## src/rtl/viterbi_channel_injector.sv

```systemverilog
// Registered channel model between encoder and Viterbi decoder: XORs a mask into selected symbols.
// Define VITERBI_INJ_LFSR_EN to build the LFSR-driven RANDOM mode; otherwise mode 3 behaves as OFF.
module viterbi_channel_injector #(
  parameter int unsigned SYM_W     = 2,
  parameter int unsigned CNT_W     = 16,
  parameter int unsigned BURST_W   = 8,
  parameter logic [15:0] LFSR_SEED = 16'hACE1
) (
  input  logic               clk,
  input  logic               rst,
  input  logic               cfg_load_i,
  input  logic [1:0]         mode_i,
  input  logic [CNT_W-1:0]   start_i,
  input  logic [CNT_W-1:0]   period_i,
  input  logic [BURST_W-1:0] burst_len_i,
  input  logic [SYM_W-1:0]   mask_i,
  input  logic [15:0]        thresh_i,
  input  logic               valid_i,
  input  logic [SYM_W-1:0]   sym_i,
  output logic               valid_o,
  output logic [SYM_W-1:0]   sym_o,
  output logic               err_o,
  output logic               active_o,
  output logic [CNT_W-1:0]   sym_ct_o,
  output logic [CNT_W-1:0]   bad_bit_ct_o
);
  typedef enum logic [1:0] {S_IDLE, S_WAIT, S_BURST, S_DONE} state_t;
  typedef enum logic [1:0] {M_OFF, M_ONESHOT, M_PERIODIC, M_RANDOM} mode_t;

`ifdef VITERBI_INJ_LFSR_EN
  localparam bit LFSR_EN = 1'b1;
`else
  localparam bit LFSR_EN = 1'b0;
`endif

  state_t             r_state;
  mode_t              r_mode;
  logic [CNT_W-1:0]   r_start, r_period, r_pcnt, r_sym_ct, r_bad_ct;
  logic [BURST_W-1:0] r_burst_len, r_bcnt;
  logic [SYM_W-1:0]   r_mask, r_sym;
  logic               r_cont, r_first, r_idx_sat;
  logic               r_valid, r_err, r_active;

  logic               w_rnd_hit, w_match, w_hit, w_burst_end;
  logic [CNT_W-1:0]   w_pop;
  logic [CNT_W:0]     w_bad_sum;
  logic [BURST_W-1:0] w_bcnt_nxt;
  state_t             w_load_state, w_state_nxt;

`ifdef VITERBI_INJ_LFSR_EN
  logic [15:0] r_thresh, r_lfsr;

  always_ff @(posedge clk) begin
    if (rst) begin
      r_thresh <= '0;
      r_lfsr   <= LFSR_SEED;
    end else if (cfg_load_i) begin
      r_thresh <= thresh_i;
      r_lfsr   <= LFSR_SEED;
    end else if (valid_i) begin
      r_lfsr <= {r_lfsr[14:0], r_lfsr[15] ^ r_lfsr[13] ^ r_lfsr[12] ^ r_lfsr[10]};
    end
  end

  assign w_rnd_hit = (r_mode == M_RANDOM) && (r_state == S_WAIT) &&
                     (r_sym_ct >= r_start) && (r_lfsr < r_thresh);
`else
  logic w_unused_cfg;
  assign w_unused_cfg = ^{thresh_i, LFSR_SEED};
  assign w_rnd_hit    = 1'b0;
`endif

  always_comb begin
    w_pop = '0;
    for (int unsigned i = 0; i < SYM_W; i++) w_pop = w_pop + CNT_W'(r_mask[i]);
    w_bad_sum = {1'b0, r_bad_ct} + {1'b0, w_pop};
    // the symbol index doubles as the valid-symbol counter; the first PERIODIC burst keys on it
    w_match = (r_mode == M_PERIODIC && !r_first) ? (r_pcnt == r_period)
                                                  : (r_sym_ct == r_start && !r_idx_sat);
    w_hit = valid_i && !cfg_load_i &&
            (((r_state == S_WAIT) && (r_mode != M_RANDOM) && w_match) ||
             (r_state == S_BURST) || w_rnd_hit);
    w_bcnt_nxt  = (r_state == S_BURST) ? r_bcnt + BURST_W'(1) : BURST_W'(1);
    w_burst_end = (w_bcnt_nxt == r_burst_len) && !r_cont;

    case (mode_i)
      M_OFF:    w_load_state = S_IDLE;
      M_RANDOM: w_load_state = LFSR_EN ? S_WAIT : S_IDLE;
      default:  w_load_state = (burst_len_i == '0) ? S_DONE : S_WAIT;
    endcase

    w_state_nxt = r_state;
    if (cfg_load_i)
      w_state_nxt = w_load_state;
    else if (w_hit && r_mode != M_RANDOM)
      w_state_nxt = !w_burst_end ? S_BURST : ((r_mode == M_ONESHOT) ? S_DONE : S_WAIT);
  end

  always_ff @(posedge clk) begin
    if (rst) begin
      r_state     <= S_IDLE;
      r_mode      <= M_OFF;
      r_start     <= '0;
      r_period    <= '0;
      r_burst_len <= '0;
      r_mask      <= '0;
      r_cont      <= 1'b0;
      r_first     <= 1'b0;
      r_sym_ct    <= '0;
      r_idx_sat   <= 1'b0;
      r_pcnt      <= '0;
      r_bcnt      <= '0;
      r_bad_ct    <= '0;
      r_valid     <= 1'b0;
      r_sym       <= '0;
      r_err       <= 1'b0;
      r_active    <= 1'b0;
    end else begin
      r_state  <= w_state_nxt;
      r_active <= (w_state_nxt == S_WAIT) || (w_state_nxt == S_BURST);
      r_valid  <= valid_i;
      r_err    <= w_hit;
      if (valid_i) r_sym <= w_hit ? (sym_i ^ r_mask) : sym_i;

      if (cfg_load_i) begin
        r_mode      <= (mode_i == M_RANDOM && !LFSR_EN) ? M_OFF : mode_t'(mode_i);
        r_start     <= start_i;
        r_period    <= period_i;
        r_burst_len <= burst_len_i;
        r_mask      <= mask_i;
        // short periods leave no gap between bursts, so the burst simply never ends
        r_cont      <= (mode_i == M_PERIODIC) &&
                       (period_i == '0 || 32'(period_i) <= 32'(burst_len_i));
        r_first     <= 1'b1;
        r_sym_ct    <= '0;
        r_idx_sat   <= 1'b0;
        r_pcnt      <= '0;
        r_bcnt      <= '0;
        r_bad_ct    <= '0;
      end else if (valid_i) begin
        r_sym_ct <= (&r_sym_ct) ? r_sym_ct : r_sym_ct + CNT_W'(1);
        if (&r_sym_ct) r_idx_sat <= 1'b1;
        if (w_hit && r_state == S_WAIT)
          r_pcnt <= CNT_W'(1);
        else
          r_pcnt <= (&r_pcnt) ? r_pcnt : r_pcnt + CNT_W'(1);
        if (w_hit) r_bad_ct <= w_bad_sum[CNT_W] ? '1 : w_bad_sum[CNT_W-1:0];
        if (w_hit && r_mode != M_RANDOM) begin
          r_first <= 1'b0;
          r_bcnt  <= w_bcnt_nxt;
        end
      end
    end
  end

  assign valid_o      = r_valid;
  assign sym_o        = r_sym;
  assign err_o        = r_err;
  assign active_o     = r_active;
  assign sym_ct_o     = r_sym_ct;
  assign bad_bit_ct_o = r_bad_ct;
endmodule

```

## config.mk

```make
export PLATFORM = sky130hd
export DESIGN_NAME = viterbi_channel_injector
export DESIGN_NICKNAME = d
export VERILOG_FILES = /design/src/rtl/viterbi_channel_injector.sv
export SDC_FILE = /design/constraint.sdc
export NUM_CORES = 1
export LEC_CHECK = 0
export CAP_MARGIN = 20
export CELL_PAD_IN_SITES_DETAIL_PLACEMENT = 0
export CELL_PAD_IN_SITES_GLOBAL_PLACEMENT = 1
export CORE_MARGIN = 3
export CORE_UTILIZATION = 42
export DETAILED_ROUTE_END_ITERATION = 8
export PLACE_DENSITY = 0.95
export SLEW_MARGIN = 20
export SYNTH_ARGS = -nofsm -noshare
export SYNTH_HDL_FRONTEND = slang
export SYNTH_SLANG_ARGS = --single-unit
```

## constraint.sdc

```tcl
create_clock -name clk -period 4.5 [get_ports clk]
set_input_delay 0.45 -clock clk [delete_from_list [all_inputs] [get_ports clk]]
set_output_delay 0.45 -clock clk [all_outputs]
set_load 0.03 [all_outputs]
```

==> reports/results.ini <==
[critical_path]
critPathCaptureType=register
r2r_slack_ns=1.44
worst_path_max_delay_cell=sky130_fd_sc_hd__a211oi_4
worstPathRequired_ns=4.78
timing.critical_path.from_type=primary input
worst_r2r_path_depth=8
critical_path.cell_chain=clkdlybuf4s50_1 -> buf_4 -> inv_1 -> nor4_1 -> nand3_1 -> o22a_1 -> a211oi_4 -> nand3_2 -> and4_4 -> a211oi_2
timing.critical_path.slowest_cell_delay_ns=0.52
critical_path_peak_fanout=13
r2r_start=sym_ct_o[13]
critical_path_arrival_ns=3.55
reg2reg_to=bad_bit_ct_o[11]
critical_path_class=in2reg

[logic_synthesis]
yosysSeqAreaShare_pct=40.08
yosys.area_share.simple_pct=22.16
netlist_top_cells_area=sky130_fd_sc_hd__dfxtp_1 40%, sky130_fd_sc_hd__xor2_1 8.8%, sky130_fd_sc_hd__mux2i_1 8.4%
synth-async-reset-ratio_pct=0
yosys_register_bits=110
synth.net_count=710
yosys.area_share.adder_pct=3.553
synthFlopType=sky130_fd_sc_hd__dfxtp_1
synth-compound-area-share_pct=9.679
synth_enable_flop_cells=0
synthXorXnorAreaFrac_pct=11.96
synthCells=629
yosys_warnings=0
synth.distinct_cells=52
syn_area_per_cell_um2=8.735
synth_top_family_by_area=simple AND/OR/NAND/NOR gates
yosysMostFrequentCell=sky130_fd_sc_hd__dfxtp_1
yosys.area.top_type_share_pct=40.08
syn_area_mm2=0.005494
post_synth_mux_area_share_pct=8.586
synth_top_cell_by_area=sky130_fd_sc_hd__dfxtp_1
synth_top_cells_by_count=110 x sky130_fd_sc_hd__dfxtp_1, 96 x sky130_fd_sc_hd__nor2_1, 55 x sky130_fd_sc_hd__xor2_1, 46 x sky130_fd_sc_hd__mux2i_1, 29 x sky130_fd_sc_hd__a21oi_1

[clock_tree]
cts-resized-gates=0
cts.htree.levels=3
numCtsBuffers=9
cts.reportedPaths.clkPinSlew_ns=0.07
tritoncts=built
clock_latency_ns=0.36
cts_root_buf=sky130_fd_sc_hd__clkbuf_16
cts_setup_buffers=0
clkSinkCount=110
max-clock-path-buffers=2
hold_buffers=0

[run_status]
outcome=finished, final reports clean

[cells_and_area]
antenna_cells=0
post_layout_nonfiller_instances=880
layout_cells_sized_above_1_pct=4.379
number_of_fill_cells=1209
finalInstanceArea_mm2=0.006784
final_stage_net_count=784
area_growth_pct=23.48

[power_and_ir_drop]
leakagePower_nw=2.706
p_seq_share_pct=49.6
fin_total_pwr_mw=2.066
power-per-cell-area_mw_per_mm2=304.5
net_load_switching_power_uw=495.3
switching_share_pct=23.98
largest_voltage_drop_on_the_vdd_net_uv=181.8
internal_power_mw=1.570
pwr-share-comb_pct=9.7
share_clk_of_total_power_pct=40.8

[detailed_routing]
route.vias.total=4644
detail_route.wl_per_cell_um=15.21
drt_iter0_drc=236
routed_via_density=5.277
drt_wl_total_mm=13.38
drt.antenna.violating_nets=0
drt-pass1-iter-count=4
drc=0

[timing]
slew_viol_final=0
final-setup-viol-count=0
setup_tns_ns=0
final_min_period_over_clock_period_pct=72.73
finalHoldViolations=0
fmax_mhz=305.5
min_period_ns=3.273
setup_repair_after_global_routing_missed_its_margin=false
timing.clock.skew_ns=0.009886
timing_worst_slew_pin_value_ns=0.8581
slew_headroom_pct=42.80

[min_path]
hold-path-endpoint=r_idx_sat
timing.hold.worst_path_depth=2
worstHoldStart=r_idx_sat
worstHoldPathType=reg2reg

[floorplan]
initial_utilization_pct=43.18
dieWidth_um=120.4
rows=41
die_h_um=120.4
floorplan.core_area_mm2=0.01272
total_i_o_pin_count=103
die_area_mm2=0.01449

[placed_design]
portBuffers=86
dp.final_hpwl_mm=9.747
place.detailed.instances=864
gp_congestion=0.8551
placed_area_mm2=0.006465

[run]
drv.max_cap_violation_count=0

[global_routing]
grt_util_all_layers_pct=18.93
grt_pass1_vias=4672
wire_length_of_the_first_global_routing_pass_mm=22.42
overflow=0
largest_net_degree_at_the_start_of_global_routing=51
antenna_found_initial=0

[per-layer routing]
metal | vias to the layer above | track usage, % | share of wire, %
li1 | 2329 | - | -
met1 | 2183 | 26.00 | 47
met2 | 114 | 29.27 | 46
met3 | 18 | 3.695 | 5.2
met4 | 0 | 7.720 | 2.0
met5 | - | 0 | 0
[area by class of cell]
| class | instances | area [µm²] | area share, % |
|---|---|---|---|
| Inverter | 27 | 101.3 | 1.494 |
| Multi-Input combinational cell | 466 | 3073 | 45.30 |
| Clock inverter | 5 | 66.31 | 0.9775 |
| Timing Repair Buffer | 89 | 873.3 | 12.87 |
| Sequential cell | 110 | 2202 | 32.46 |
| Clock buffer | 11 | 252.7 | 3.726 |
| Tap cell | 172 | 215.2 | 3.172 |
[logic make-up after synthesis]
| logic type | count (synthesis) |
|---|---|
| and+or+nand+nor | 247 |
| DFF | 110 |
| AOI/OAI and AO/OA | 82 |
| xor gates and xnor gates | 75 |
| buffers and inverters | 53 |
| muxes | 47 |
| adders and majority gates | 15 |
[critical path, delay by kind of cell]
kind                   cells  cell delay [ns]
buffers and inverters      3             0.78
AND/OR/NAND/NOR            4             1.22
AO/OA/AOI/OAI              3             1.08
[registers in the layout, summed over array words and instances, names as in the netlist, 8 cells and up]
name	cells
r_bcnt	8
sym_ct_o	16
r_burst_len	8
r_start	16
bad_bit_ct_o	16
r_period	16
r_pcnt	16
[layout by cell type, fill, tap and decap left out, types with 2 or more instances in the layout]
master	n
sky130_fd_sc_hd__and3_1	12
sky130_fd_sc_hd__mux2i_1	46
sky130_fd_sc_hd__clkbuf_8	2
sky130_fd_sc_hd__dfxtp_1	110
sky130_fd_sc_hd__nor4_1	15
sky130_fd_sc_hd__or3_1	5
sky130_fd_sc_hd__and2_1	6
sky130_fd_sc_hd__nand4_1	15
sky130_fd_sc_hd__nor2b_1	6
sky130_fd_sc_hd__a211oi_1	5
sky130_fd_sc_hd__a21o_1	2
sky130_fd_sc_hd__clkbuf_16	9
sky130_fd_sc_hd__inv_1	27
sky130_fd_sc_hd__nand3_1	28
sky130_fd_sc_hd__or2_2	2
sky130_fd_sc_hd__a21oi_1	29
sky130_fd_sc_hd__nor2_1	96
sky130_fd_sc_hd__and4_1	3
sky130_fd_sc_hd__o21a_1	8
sky130_fd_sc_hd__buf_4	3
sky130_fd_sc_hd__clkinv_4	2
sky130_fd_sc_hd__nand2b_1	6
sky130_fd_sc_hd__nand2_1	28
sky130_fd_sc_hd__xor2_1	55
sky130_fd_sc_hd__buf_2	2
sky130_fd_sc_hd__nand3b_1	3
sky130_fd_sc_hd__o21ai_0	15
sky130_fd_sc_hd__a31oi_1	9
sky130_fd_sc_hd__nor3_1	15
sky130_fd_sc_hd__o31ai_2	2
sky130_fd_sc_hd__clkdlybuf4s50_1	84
sky130_fd_sc_hd__xnor2_1	20
sky130_fd_sc_hd__ha_1	14
[per-stage QoR]
| stage | hold slack (ns) | setup WS (ns) | util [%] |
|---|---|---|---|
| 6_report | 0.4837 | 1.227 | 53.32 |
| 5_1_grt | 0.5154 | 0.9917 | 53.32 |
| 4_1_cts | 0.4887 | 1.246 | 53.32 |
| 3_5_place_dp | 0.4711 | 0.8810 | 50.82 |
| 3_3_place_gp | 0.4577 | 0.9551 | 50.82 |
| 2_1_floorplan | 0.4375 | 2.037 | - |
[power by group through the flow]
stage | registers (mW) | logic, mW | clock network [mW]
floorplan | 1.05 | 0.112 | 0
global placement | 1.05 | 0.194 | 0
detailed placement | 1.05 | 0.199 | 0
CTS | 1.02 | 0.201 | 0.862
global route | 1.03 | 0.221 | 0.895
finish | 1.02 | 0.200 | 0.842
[how the worst max path moves through the flow]
stage	start	to	cells past startpoint	slack, ns
after floorplan	sym_ct_o[3]	sym_ct_o[6]	8	2.04
after global placement	valid_i	bad_bit_ct_o[11]	10	0.96
after detailed placement	valid_i	bad_bit_ct_o[11]	10	0.88
after CTS	valid_i	bad_bit_ct_o[11]	10	1.25
after global routing	valid_i	bad_bit_ct_o[11]	10	0.99
final	valid_i	bad_bit_ct_o[11]	10	1.23
Note: power is estimated with default switching activity, not from simulation.
